===== config.mk =====
export PLATFORM = sky130hd
export DESIGN_NAME = exec_unit
export DESIGN_NICKNAME = d
export VERILOG_FILES = /design/src/rtl/exec_unit.sv
export SDC_FILE = /design/constraint.sdc
export NUM_CORES = 1
export LEC_CHECK = 0
export CORE_UTILIZATION = 54
export CTS_CLUSTER_DIAMETER = 200
export CTS_CLUSTER_SIZE = 10
export DETAILED_ROUTE_END_ITERATION = 12
export PLACE_DENSITY = 0.85
export SLEW_MARGIN = 25
export SYNTH_ARGS = -nofsm -noshare
export SYNTH_HDL_FRONTEND = slang
export SYNTH_SLANG_ARGS = --single-unit
export TNS_END_PERCENT = 100

===== constraint.sdc =====
create_clock -name clk -period 3.4 [get_ports clk]
set_input_delay 1.02 -clock clk [delete_from_list [all_inputs] [get_ports clk]]
set_output_delay 1.02 -clock clk [all_outputs]
set_load 0.05 [all_outputs]

===== src/rtl/exec_unit.sv =====
// Decode/execute stage of the 4-bit processor: FETCH/EXEC/JADDR/HALT sequencer, 4-bit ALU with
// carry/zero flags and an output port. Optional macro COND_JUMP_EN enables taken JC/JZ jumps.
module exec_unit #(
  parameter logic [11:0] RESET_PC = 12'h000
) (
  input  logic        clk,
  input  logic        reset,
  input  logic        run,
  input  logic [3:0]  instruccion,
  input  logic [3:0]  operando,
  input  logic [7:0]  Program_byte,
  input  logic [3:0]  data_in,
  output logic        enabled_fetch,
  output logic        enabledCounter,
  output logic        loadCounter,
  output logic [11:0] pc_target,
  output logic [3:0]  acc,
  output logic        flag_c,
  output logic        flag_z,
  output logic [3:0]  data_out,
  output logic        out_valid,
  output logic        halted
);

  typedef enum logic [1:0] {
    StFetch = 2'b00,
    StExec  = 2'b01,
    StJaddr = 2'b10,
    StHalt  = 2'b11
  } state_e;

  localparam logic [3:0] OpNop  = 4'h0;
  localparam logic [3:0] OpLit  = 4'h1;
  localparam logic [3:0] OpIn   = 4'h2;
  localparam logic [3:0] OpOut  = 4'h3;
  localparam logic [3:0] OpAdd  = 4'h4;
  localparam logic [3:0] OpSub  = 4'h5;
  localparam logic [3:0] OpAnd  = 4'h6;
  localparam logic [3:0] OpOr   = 4'h7;
  localparam logic [3:0] OpXor  = 4'h8;
  localparam logic [3:0] OpCmp  = 4'h9;
  localparam logic [3:0] OpNot  = 4'hA;
  localparam logic [3:0] OpJmp  = 4'hB;
  localparam logic [3:0] OpJc   = 4'hC;
  localparam logic [3:0] OpJz   = 4'hD;
  localparam logic [3:0] OpHalt = 4'hF;

  state_e      state_q, state_d;
  logic [3:0]  acc_q, acc_d;
  logic        c_q, c_d;
  logic        z_q, z_d;
  logic [3:0]  dout_q, dout_d;
  logic        ov_q, ov_d;
  logic [3:0]  jmp_op_q, jmp_op_d;
  logic [11:0] pc_q, pc_d;

  logic [4:0]  sum;
  logic [4:0]  diff;
  logic        jump_taken;

  // Zero-extended 5-bit arithmetic: sum[4] is carry, diff[4] is borrow (acc < operando).
  assign sum  = {1'b0, acc_q} + {1'b0, operando};
  assign diff = {1'b0, acc_q} - {1'b0, operando};

  // Flags are untouched in EXEC/JADDR of a jump, so the live flags are the entry values.
  always_comb begin
    jump_taken = 1'b0;
    case (jmp_op_q)
      OpJmp:   jump_taken = 1'b1;
`ifdef COND_JUMP_EN
      OpJc:    jump_taken = c_q;
      OpJz:    jump_taken = z_q;
`else
      OpJc:    jump_taken = 1'b0;
      OpJz:    jump_taken = 1'b0;
`endif
      default: jump_taken = 1'b0;
    endcase
  end

  always_comb begin
    state_d  = state_q;
    acc_d    = acc_q;
    c_d      = c_q;
    z_d      = z_q;
    dout_d   = dout_q;
    ov_d     = ov_q;
    jmp_op_d = jmp_op_q;
    pc_d     = pc_q;
    if (run) begin
      ov_d = 1'b0;
      unique case (state_q)
        StFetch: state_d = StExec;
        StExec: begin
          state_d = StFetch;
          case (instruccion)
            OpNop: ;
            OpLit: acc_d = operando;
            OpIn:  acc_d = data_in;
            OpOut: begin
              dout_d = acc_q;
              ov_d   = 1'b1;
            end
            OpAdd: begin
              acc_d = sum[3:0];
              c_d   = sum[4];
              z_d   = (sum[3:0] == 4'h0);
            end
            OpSub: begin
              acc_d = diff[3:0];
              c_d   = diff[4];
              z_d   = (diff[3:0] == 4'h0);
            end
            OpAnd: begin
              acc_d = acc_q & operando;
              z_d   = ((acc_q & operando) == 4'h0);
            end
            OpOr: begin
              acc_d = acc_q | operando;
              z_d   = ((acc_q | operando) == 4'h0);
            end
            OpXor: begin
              acc_d = acc_q ^ operando;
              z_d   = ((acc_q ^ operando) == 4'h0);
            end
            OpCmp: begin
              c_d = diff[4];
              z_d = (diff[3:0] == 4'h0);
            end
            OpNot: begin
              acc_d = ~acc_q;
              z_d   = (~acc_q == 4'h0);
            end
            OpJmp, OpJc, OpJz: begin
              jmp_op_d = instruccion;
              state_d  = StJaddr;
            end
            OpHalt:  state_d = StHalt;
            default: ;
          endcase
        end
        StJaddr: begin
          state_d = StFetch;
          if (jump_taken) begin
            pc_d = {operando, Program_byte};
          end
        end
        StHalt: state_d = StHalt;
        default: state_d = StFetch;
      endcase
    end
  end

  always_ff @(posedge clk or negedge reset) begin
    if (!reset) begin
      state_q  <= StFetch;
      acc_q    <= 4'h0;
      c_q      <= 1'b0;
      z_q      <= 1'b0;
      dout_q   <= 4'h0;
      ov_q     <= 1'b0;
      jmp_op_q <= OpNop;
      pc_q     <= RESET_PC;
    end else begin
      state_q  <= state_d;
      acc_q    <= acc_d;
      c_q      <= c_d;
      z_q      <= z_d;
      dout_q   <= dout_d;
      ov_q     <= ov_d;
      jmp_op_q <= jmp_op_d;
      pc_q     <= pc_d;
    end
  end

  // Strobes are gated by reset too so they drop the moment reset asserts.
  always_comb begin
    enabled_fetch  = run && reset && (state_q == StFetch);
    enabledCounter = run && reset &&
                     ((state_q == StFetch) || ((state_q == StJaddr) && !jump_taken));
    loadCounter    = run && reset && (state_q == StJaddr) && jump_taken;
    pc_target      = ((state_q == StJaddr) && jump_taken) ? {operando, Program_byte} : pc_q;
    acc            = acc_q;
    flag_c         = c_q;
    flag_z         = z_q;
    data_out       = dout_q;
    out_valid      = ov_q && run;
    halted         = (state_q == StHalt);
  end

endmodule

==> results list, run 1 <==
- The number of cells on the worst reg-to-reg path is 7.
- IR analysis of the VDD net gives a maximum drop of 0.729 mV.
- Measured against its own limit, the worst slew margin works out to 0.523.
- In this run the power density over the cells is 926 nW/um^2.
- In this run the static leakage power is 0.00133 uW.
* Area share of xor/xnor cells in the synthesized design: 0.0162
- Overall power consumption after layout is estimated at 2770 uW.
- Across all register-to-register paths, the minimum setup slack is 1110 ps.
- TritonCTS built the clock tree.
* Detailed Place HPWL: 4670 microns
- Nets: 333
- Via count of the first global-routing pass: 2117
* Crit-path max FO: 7
* Top-count cell post-synth: sky130_fd_sc_hd__dfrtp_1
- The commonest cells after synthesis are 29 x sky130_fd_sc_hd__dfrtp_1, 24 x sky130_fd_sc_hd__mux2_2, 24 x sky130_fd_sc_hd__nand2_1, 17 x sky130_fd_sc_hd__inv_1, 17 x sky130_fd_sc_hd__o21ai_0.
* Worst Setup SP: run
- Required time reported for the critical path endpoint: 2380 ps
- Final-report hold violation count: 0
- For this run, the total global-route usage over all layers was measured as 0.316.
* Share of flip-flops with an asynchronous set or reset after synthesis: 1.00
- Total of buffers placed on input and output ports: 49
* Count of different cell masters after synthesis: 56
- The critical path contains buffers and inverters numbering 3 combined.
* Clock-pin slew reported for the worst setup and hold paths after clock tree synthesis: 70 ps
- Of the total synthesized cell area, the portion taken by AND, OR, NAND and NOR gates is 0.168.
- Worst Clk Skew: 5.17 ps
- Each instance of the synthesized netlist takes up on average 9.03 sq um.
- Counting every net in the synthesized netlist gives 276.
- Clk Latency, worst-skew pair: 290 ps
- Of the post-synthesis cell area, the part taken by muxes is 0.130.
- Number of antenna violations at the first check in global routing: 0
* Max-Cap Viols: 0
- Post-route worst setup slack: 324 ps
- Final Util: 0.799
- In this run, synthesis produced a sequential element count of 29.
- Buffers inserted to repair hold after CTS numbered 0.
- The startpoint identified for the worst register-to-register timing path is acc[1].
- Overall die height: 65.2 microns
- The first TritonRoute pass finished after 5 iterations.
- For this run, the number of Yosys warnings is 0.
- The total overflow left after global routing is 0.
- Compared with the post-synthesis result, the final layout area differs by 38.7%.
- CP max-delay cell: sky130_fd_sc_hd__clkdlybuf4s50_1
* Antenna cell count: 0
- The worst setup path is launched from an input pin.
- In this run the core area contains 22 standard-cell rows.
- Aggregate routed wire length: 6180 microns
* Initial core utilization: 0.576
- Largest net degree at the start of global routing: 21
- Among all flip-flop cells after synthesis, the most frequent one is sky130_fd_sc_hd__dfrtp_1.
* Post-CTS setup buffers: 0
- Measured slew at the worst slew-check pin: 711 ps
- Total via count after detailed routing: 2116
* Core Box Area: 3740 sq um
- Setup repair after global routing left no endpoint under its margin.
- The clock period could shrink to 3080 ps.
- Critical Path AT: 2060 ps
- On the critical path the largest part of the delay comes from buffers and inverters.
- Logic depth of the worst path, buffers included: 4
- Based on the critical path, the design can be clocked at up to 325 MHz.
- For this run, the register share of the synthesized area comes to 0.336.
- Summed over all failing endpoints, the final setup total negative slack is 0 ps.
- The endpoint identified for the worst register-to-register timing path is flag_z.
* Cell types with the largest area share after synthesis: sky130_fd_sc_hd__dfrtp_1 34%, sky130_fd_sc_hd__mux2_2 13%, sky130_fd_sc_hd__ha_1 7.0%
* Die extent in x: 65.2 microns
* Count of flip-flops with a built-in enable after synthesis: 0
* DP Worst Slack: 174 ps
- Type of destination of the critical path: primary output
- Violation count after the first detailed-routing iteration: 222
* Mean number of vias per cell: 6.13
- Adder-cell share of the synthesized area: 0.0882
- Along the worst hold path, the cell count comes to 1.
* GPL Wtd Cong: 0.990
- The signal on the critical path passes through clkdlybuf4s50_1 -> buf_4 -> and4_1 -> buf_12.
* Endpoint of the most critical setup path: enabledCounter
- Portion of the clock cycle consumed by the worst path in the final layout: 0.905
- The number of gates resized after CTS was 0.
- Fraction of final layout cells sized beyond drive strength 1: 0.226
- The share of synthesized area in the top cell type comes to 0.336.
* Dominant cell type by area after synthesis: sky130_fd_sc_hd__dfrtp_1
- The count of nets left with antenna violations once routing finished came out at 0.
- Slew Limit Fails: 0
* Type of the worst min-delay path: reg -> reg
- By startpoint and endpoint, the worst setup path is classified as in -> out.
* Post-route DRC violation count: 0
- Buffer type at the clock tree root: sky130_fd_sc_hd__clkbuf_8
- Final count of negative-setup-slack endpoints: 0
- First-pass GRT wire length: 10000 microns
- Main combinational cell family by area after synthesis: compound AO/OA/AOI/OAI gates
* CTS Buffer Depth: 2
* Post-synthesis cell count: 239
- Number of sinks on the clock net: 29
- Clock H-tree levels: 2
* Max stage delay on crit path: 490 ps
- The floorplan step defined a die boundary enclosing 4250 sq um.
* Boundary Pins: 50
* Average detailed-routed wire length per instance: 17.9 microns
- The mapped netlist covers 2160 sq um.
* Complex-gate fraction of the synthesized area: 0.201
- CTS buffer count: 5
- Status: finished, final reports clean
cells by family after synthesis:
| kind of cell | after synthesis |
|---|---|
| simple gates | 73 |
| compound gates | 64 |
| buf+inv | 30 |
| flops | 29 |
| mux | 25 |
| fa+ha+maj | 14 |
| xor+xnor | 4 |
metrics by stage:
step | hold WS, ps | instance area [sq um] | instances
4_1_cts | 475 | 2990 | 345
3_3_place_gp | 451 | 2910 | 337
5_1_grt | 511 | 2990 | 345
3_5_place_dp | 461 | 2910 | 337
2_1_floorplan | 442 | 2160 | 239
6_report | 478 | 2990 | 345
registers in the layout, indices dropped and copies added (netlist names):
| name | flops |
|---|---|
| acc | 4 |
| state_q | 2 |
| data_out | 4 |
| flag_z | 1 |
| ov_q | 1 |
| flag_c | 1 |
| jmp_op_q | 4 |
| pc_q | 12 |
where the power goes:
part           leakage, uW  total, uW  internal, uW  switching (uW)
Sequential        0.000354        611           491             120
Combinational     0.000928       1870           819            1050
Clock            0.0000439        292           141             151
Total              0.00133       2770          1450            1320
routing by layer:
metal / track usage / vias to the layer above / share of wire
met1: 0.377 / 995 / 0.39
met2: 0.530 / 131 / 0.49
li1: - / 976 / -
met5: 0 / - / 0
met4: 0.122 / 0 / 0.023
met3: 0.0972 / 14 / 0.093
layout by cell type (no fill, tap or decap), types with 5 or more instances in the layout:
| master | n |
|---|---|
| sky130_fd_sc_hd__clkbuf_8 | 5 |
| sky130_fd_sc_hd__buf_4 | 14 |
| sky130_fd_sc_hd__dfrtp_1 | 29 |
| sky130_fd_sc_hd__nor2b_1 | 7 |
| sky130_fd_sc_hd__nor2_1 | 15 |
| sky130_fd_sc_hd__a21oi_1 | 13 |
| sky130_fd_sc_hd__clkdlybuf4s50_1 | 33 |
| sky130_fd_sc_hd__buf_12 | 16 |
| sky130_fd_sc_hd__inv_1 | 17 |
| sky130_fd_sc_hd__o21ai_0 | 17 |
| sky130_fd_sc_hd__nand2_1 | 24 |
| sky130_fd_sc_hd__mux2_2 | 24 |
| sky130_fd_sc_hd__ha_1 | 12 |
layout make-up:
cell class / count / area, sq um
clock buffer: 5 / 68.8
clock inverter: 3 / 17.5
fill: 251 / 752
inverter: 17 / 63.8
tap: 48 / 60.1
sequential: 29 / 726
timing repair buffer: 63 / 756
multi-input combinational: 180 / 1300
worst min-delay path by stage:
| stage | from | end |
|---|---|---|
| after global routing | jmp_op_q[3] | jmp_op_q[3] |
| after CTS | jmp_op_q[3] | jmp_op_q[3] |
| after global placement | jmp_op_q[3] | jmp_op_q[3] |
| after floorplan | jmp_op_q[3] | jmp_op_q[3] |
| final | jmp_op_q[3] | jmp_op_q[3] |
| after detailed placement | jmp_op_q[3] | jmp_op_q[3] |
Note: power is estimated with default switching activity, not from simulation.
==> inputs of run 2 (changes only) <==
--- a/config.mk
+++ b/config.mk
@@ -5,6 +5,8 @@
 export SDC_FILE = /design/constraint.sdc
 export NUM_CORES = 1
 export LEC_CHECK = 0
+export CAP_MARGIN = 20
+export CORE_ASPECT_RATIO = 0.8
 export CORE_UTILIZATION = 54
 export CTS_CLUSTER_DIAMETER = 200
 export CTS_CLUSTER_SIZE = 10
==> run 2 against run 1 <==
  * Design area up 1.0%
  * Via count down 0.33%
  * Critical path depth did not move
  * Sequential cell count unchanged
  * First-iteration DRC count fell by 5.4%
==> results list, run 2 (synthesized netlist as in run 1, its figures left out) <==
- The clock transition at the register clock pins on the worst setup and hold paths after CTS is 70 ps (about the same).
- Most common cell after layout, fill and taps aside: sky130_fd_sc_hd__clkdlybuf4s50_1
* Cell leakage power: 0.00134 uW (+1.1%)
- The number of buffers inserted by port buffering came to 49 (unchanged).
- Switching part of the total: 0.465 (-0.0113)
- Top delay family on crit path: buffers and inverters
- Fraction of final layout cells sized beyond drive strength 1: 0.228 (+0.00260)
- Cell Chain, Critical Path: clkdlybuf4s50_1 -> and2b_1 -> and3_1 -> buf_12
* Boundary Pins: 50 (unchanged)
- Aggregate routed wire length: 6010 microns (-2.8%)
* Max-Cap Viols: 0 (unchanged)
* CTS buffer count: 5 (unchanged)
* Portion of the clock cycle consumed by the worst path in the final layout: 0.939 (+0.0342)
* Die extent in x: 72.7 microns (+11%)
- Slew HR: 0.523 (about the same)
- The highest clock rate came to 313 MHz (-3.6%).
* Worst-case hold slack: 469 ps (-8.88 ps)
- Worst Clk Skew: 8.07 ps (+2.90 ps)
- The total net switching power came to 1310 uW (-0.82%).
- The row count is 20 (-9.1%).
- The remaining number of nets flagged by the antenna check after routing was 0 (unchanged).
* Worst path buffer plus inverter count: 2 (-1)
- The top cell types in the final layout, fill and taps aside, are 33 x sky130_fd_sc_hd__clkdlybuf4s50_1, 29 x sky130_fd_sc_hd__dfrtp_1, 24 x sky130_fd_sc_hd__mux2_2, 24 x sky130_fd_sc_hd__nand2_1.
- Detailed Place HPWL: 4430 microns (-5.3%)
* Antenna cell count: 0 (unchanged)
- The total vias in the final route is 2109 (-0.33%).
* Number of antenna violations at the first check in global routing: 0 (unchanged)
- Worst Hold End: jmp_op_q[3]
* Largest net degree at the start of global routing: 24 (+14%)
* CTS Hold Buffers Added: 0 (unchanged)
* Max reg flops: 12 (unchanged)
- The actual transition at the worst max-transition pin came to 715 ps (+4.75 ps).
* Buffer type at the clock tree root: sky130_fd_sc_hd__clkbuf_8
* Comb pwr share: 0.669 (-0.005)
* Core Box Area: 3800 sq um (+1.6%)
- The y dimension of the die is 58.5 microns (-10%).
- The fraction of met2 tracks used by global routing is 0.489 (-0.0410).
- DRT Pass-1 Iters: 6 (+1)
- The total power density per cell area is 931 nW/um^2 (+0.54%).
- The largest fanout on the critical path came to 8 (+1).
* Busiest layer in global routing: met2
- The sink count of the clock tree is 29 (unchanged).
- For this design, the slowest cell found on the critical path is sky130_fd_sc_hd__clkdlybuf4s50_1.
* Unrepaired setup endpoints after global routing: false
* Initial core utilization: 0.567 (-0.00910)
- The leftover overflow at the end of global routing was 0 (unchanged).
- The via count of the first global-routing pass came to 1947 (-8.0%).
- The post-detailed-route wirelength per cell is 17.0 microns (-5.0%).
- CTS tree: yes
- Reg power frac: 0.218 (-0.002)
* Grt met3 use: 0.0942 (-0.00304)
- Slew Limit Fails: 0 (unchanged)
- The number of setup buffers added after CTS was 0 (unchanged).
- Min Tclk post-route: 3190 ps (+116 ps)
* Setup slack, reg-to-reg: 1090 ps (-20 ps)
* Combined global-route utilization of all metal layers: 0.303 (-0.0137)
- The clock group share of total power was 0.113 (+0.008).
- First-pass GRT wire length: 9750 microns (-2.6%)
* GR met1 Demand/Resource: 0.409 (+0.0316)
- The hold violation total from the final report came to 0 (unchanged).
- The clock tree buffer depth is 2 (unchanged).
- The highest cell delay on the worst timing path is 580 ps (+90 ps).
- Post-route DRC violation count: 0 (unchanged)
* Type of destination of the critical path: primary output
- GPL Wtd Cong: 0.904 (-8.7%)
* Status: finished, final reports clean
- Area growth from synthesis to layout: 40.1%
* RR Endpoint: flag_z
* Max IR drop VDD: 0.771 mV (+5.7%)
- The aggregate negative setup slack came to 0 ps (unchanged).
- The quantity of gates resized following cts was 0 (unchanged).
- Counting flops per register, the top entry is pc_q.
- The overall die area was 4250 sq um (about the same).
* Startpoint kind of the worst setup timing path: input pin
* Worst reg2reg path depth: 7 (unchanged)
- Cells on Worst Hold Path: 1 (unchanged)
- Logic depth of the worst path, buffers included: 4 (unchanged)
* Critical path start-end classification: in -> out
- Critical Path AT: 2170 ps (+110 ps)
- Violation count after the first detailed-routing iteration: 210 (-5.4%)
- The startpoint identified for the worst hold timing path is jmp_op_q[3].
* Type of the worst min-delay path: reg -> reg
- The startpoint identified for the worst register-to-register timing path is acc[1].
- The final net count came to 334 (+0.30%).
- The total of endpoints with negative setup slack in the final report came to 0 (unchanged).
- The cell-internal power came to 1500 uW (+3.8%).
- The critical path data required time was 2380 ps (about the same).
- The source-to-sink clock delay at the later pin of the worst-skew pair was 280 ps (about the same).
- Mean number of vias per cell: 5.97 (-2.6%)
- Clock H-tree levels: 2 (unchanged)
-- run 2: changes by cell type in the layout (fill, tap and decap cells not counted) --
cell | previous run | this run
sky130_fd_sc_hd__clkbuf_8 | 5 | 7
sky130_fd_sc_hd__buf_4 | 14 | 15
sky130_fd_sc_hd__clkinv_2 | 2 | 1
sky130_fd_sc_hd__clkinvlp_4 | 1 | 0
-- run 2: area by class of cell --
class | count | area [sq um]
multi-input combinational | 180 | 1300
fill | 259 | 781
timing repair buffer | 64 | 763
sequential | 29 | 726
clock buffer | 7 | 96.3
tap | 55 | 68.8
inverter | 17 | 63.8
clock inverter | 1 | 5.00
-- run 2: per-stage QoR --
step | total power [uW] | util | worst slack (ps) | std cells | area, sq um
global route | 2950 | 0.795 | 146 | 353 | 3020
CTS | 2800 | 0.795 | 194 | 353 | 3020
global placement | 2450 | 0.768 | 184 | 345 | 2920
floorplan | 1720 | - | 752 | 239 | 2160
finish | 2810 | 0.795 | 208 | 353 | 3020
detailed placement | 2480 | 0.768 | 141 | 345 | 2920
-- run 2: worst max-delay path by stage --
stage / startpoint / to / slack [ps]
2_1_floorplan: run / enabled_fetch / 750
3_3_place_gp: operando[0] / flag_z / 180
3_5_place_dp: operando[0] / flag_z / 140
4_1_cts: run / enabled_fetch / 190
5_1_grt: jmp_op_q[1] / pc_target[5] / 150
6_report: run / enabled_fetch / 210
-- run 2: power by group through the flow --
stage	clock [uW]	combinational, uW	sequential (uW)
4_1_cts	320	1880	609
5_1_grt	337	1980	631
3_5_place_dp	0	1860	611
3_3_place_gp	0	1840	603
6_report	318	1880	612
2_1_floorplan	0	932	784
-- run 2: routing by layer --
layer  part of all wire  up-vias
li1                   -      971
met4              0.014        0
met1               0.43      985
met2               0.45      136
met5                  0        -
met3               0.10       17
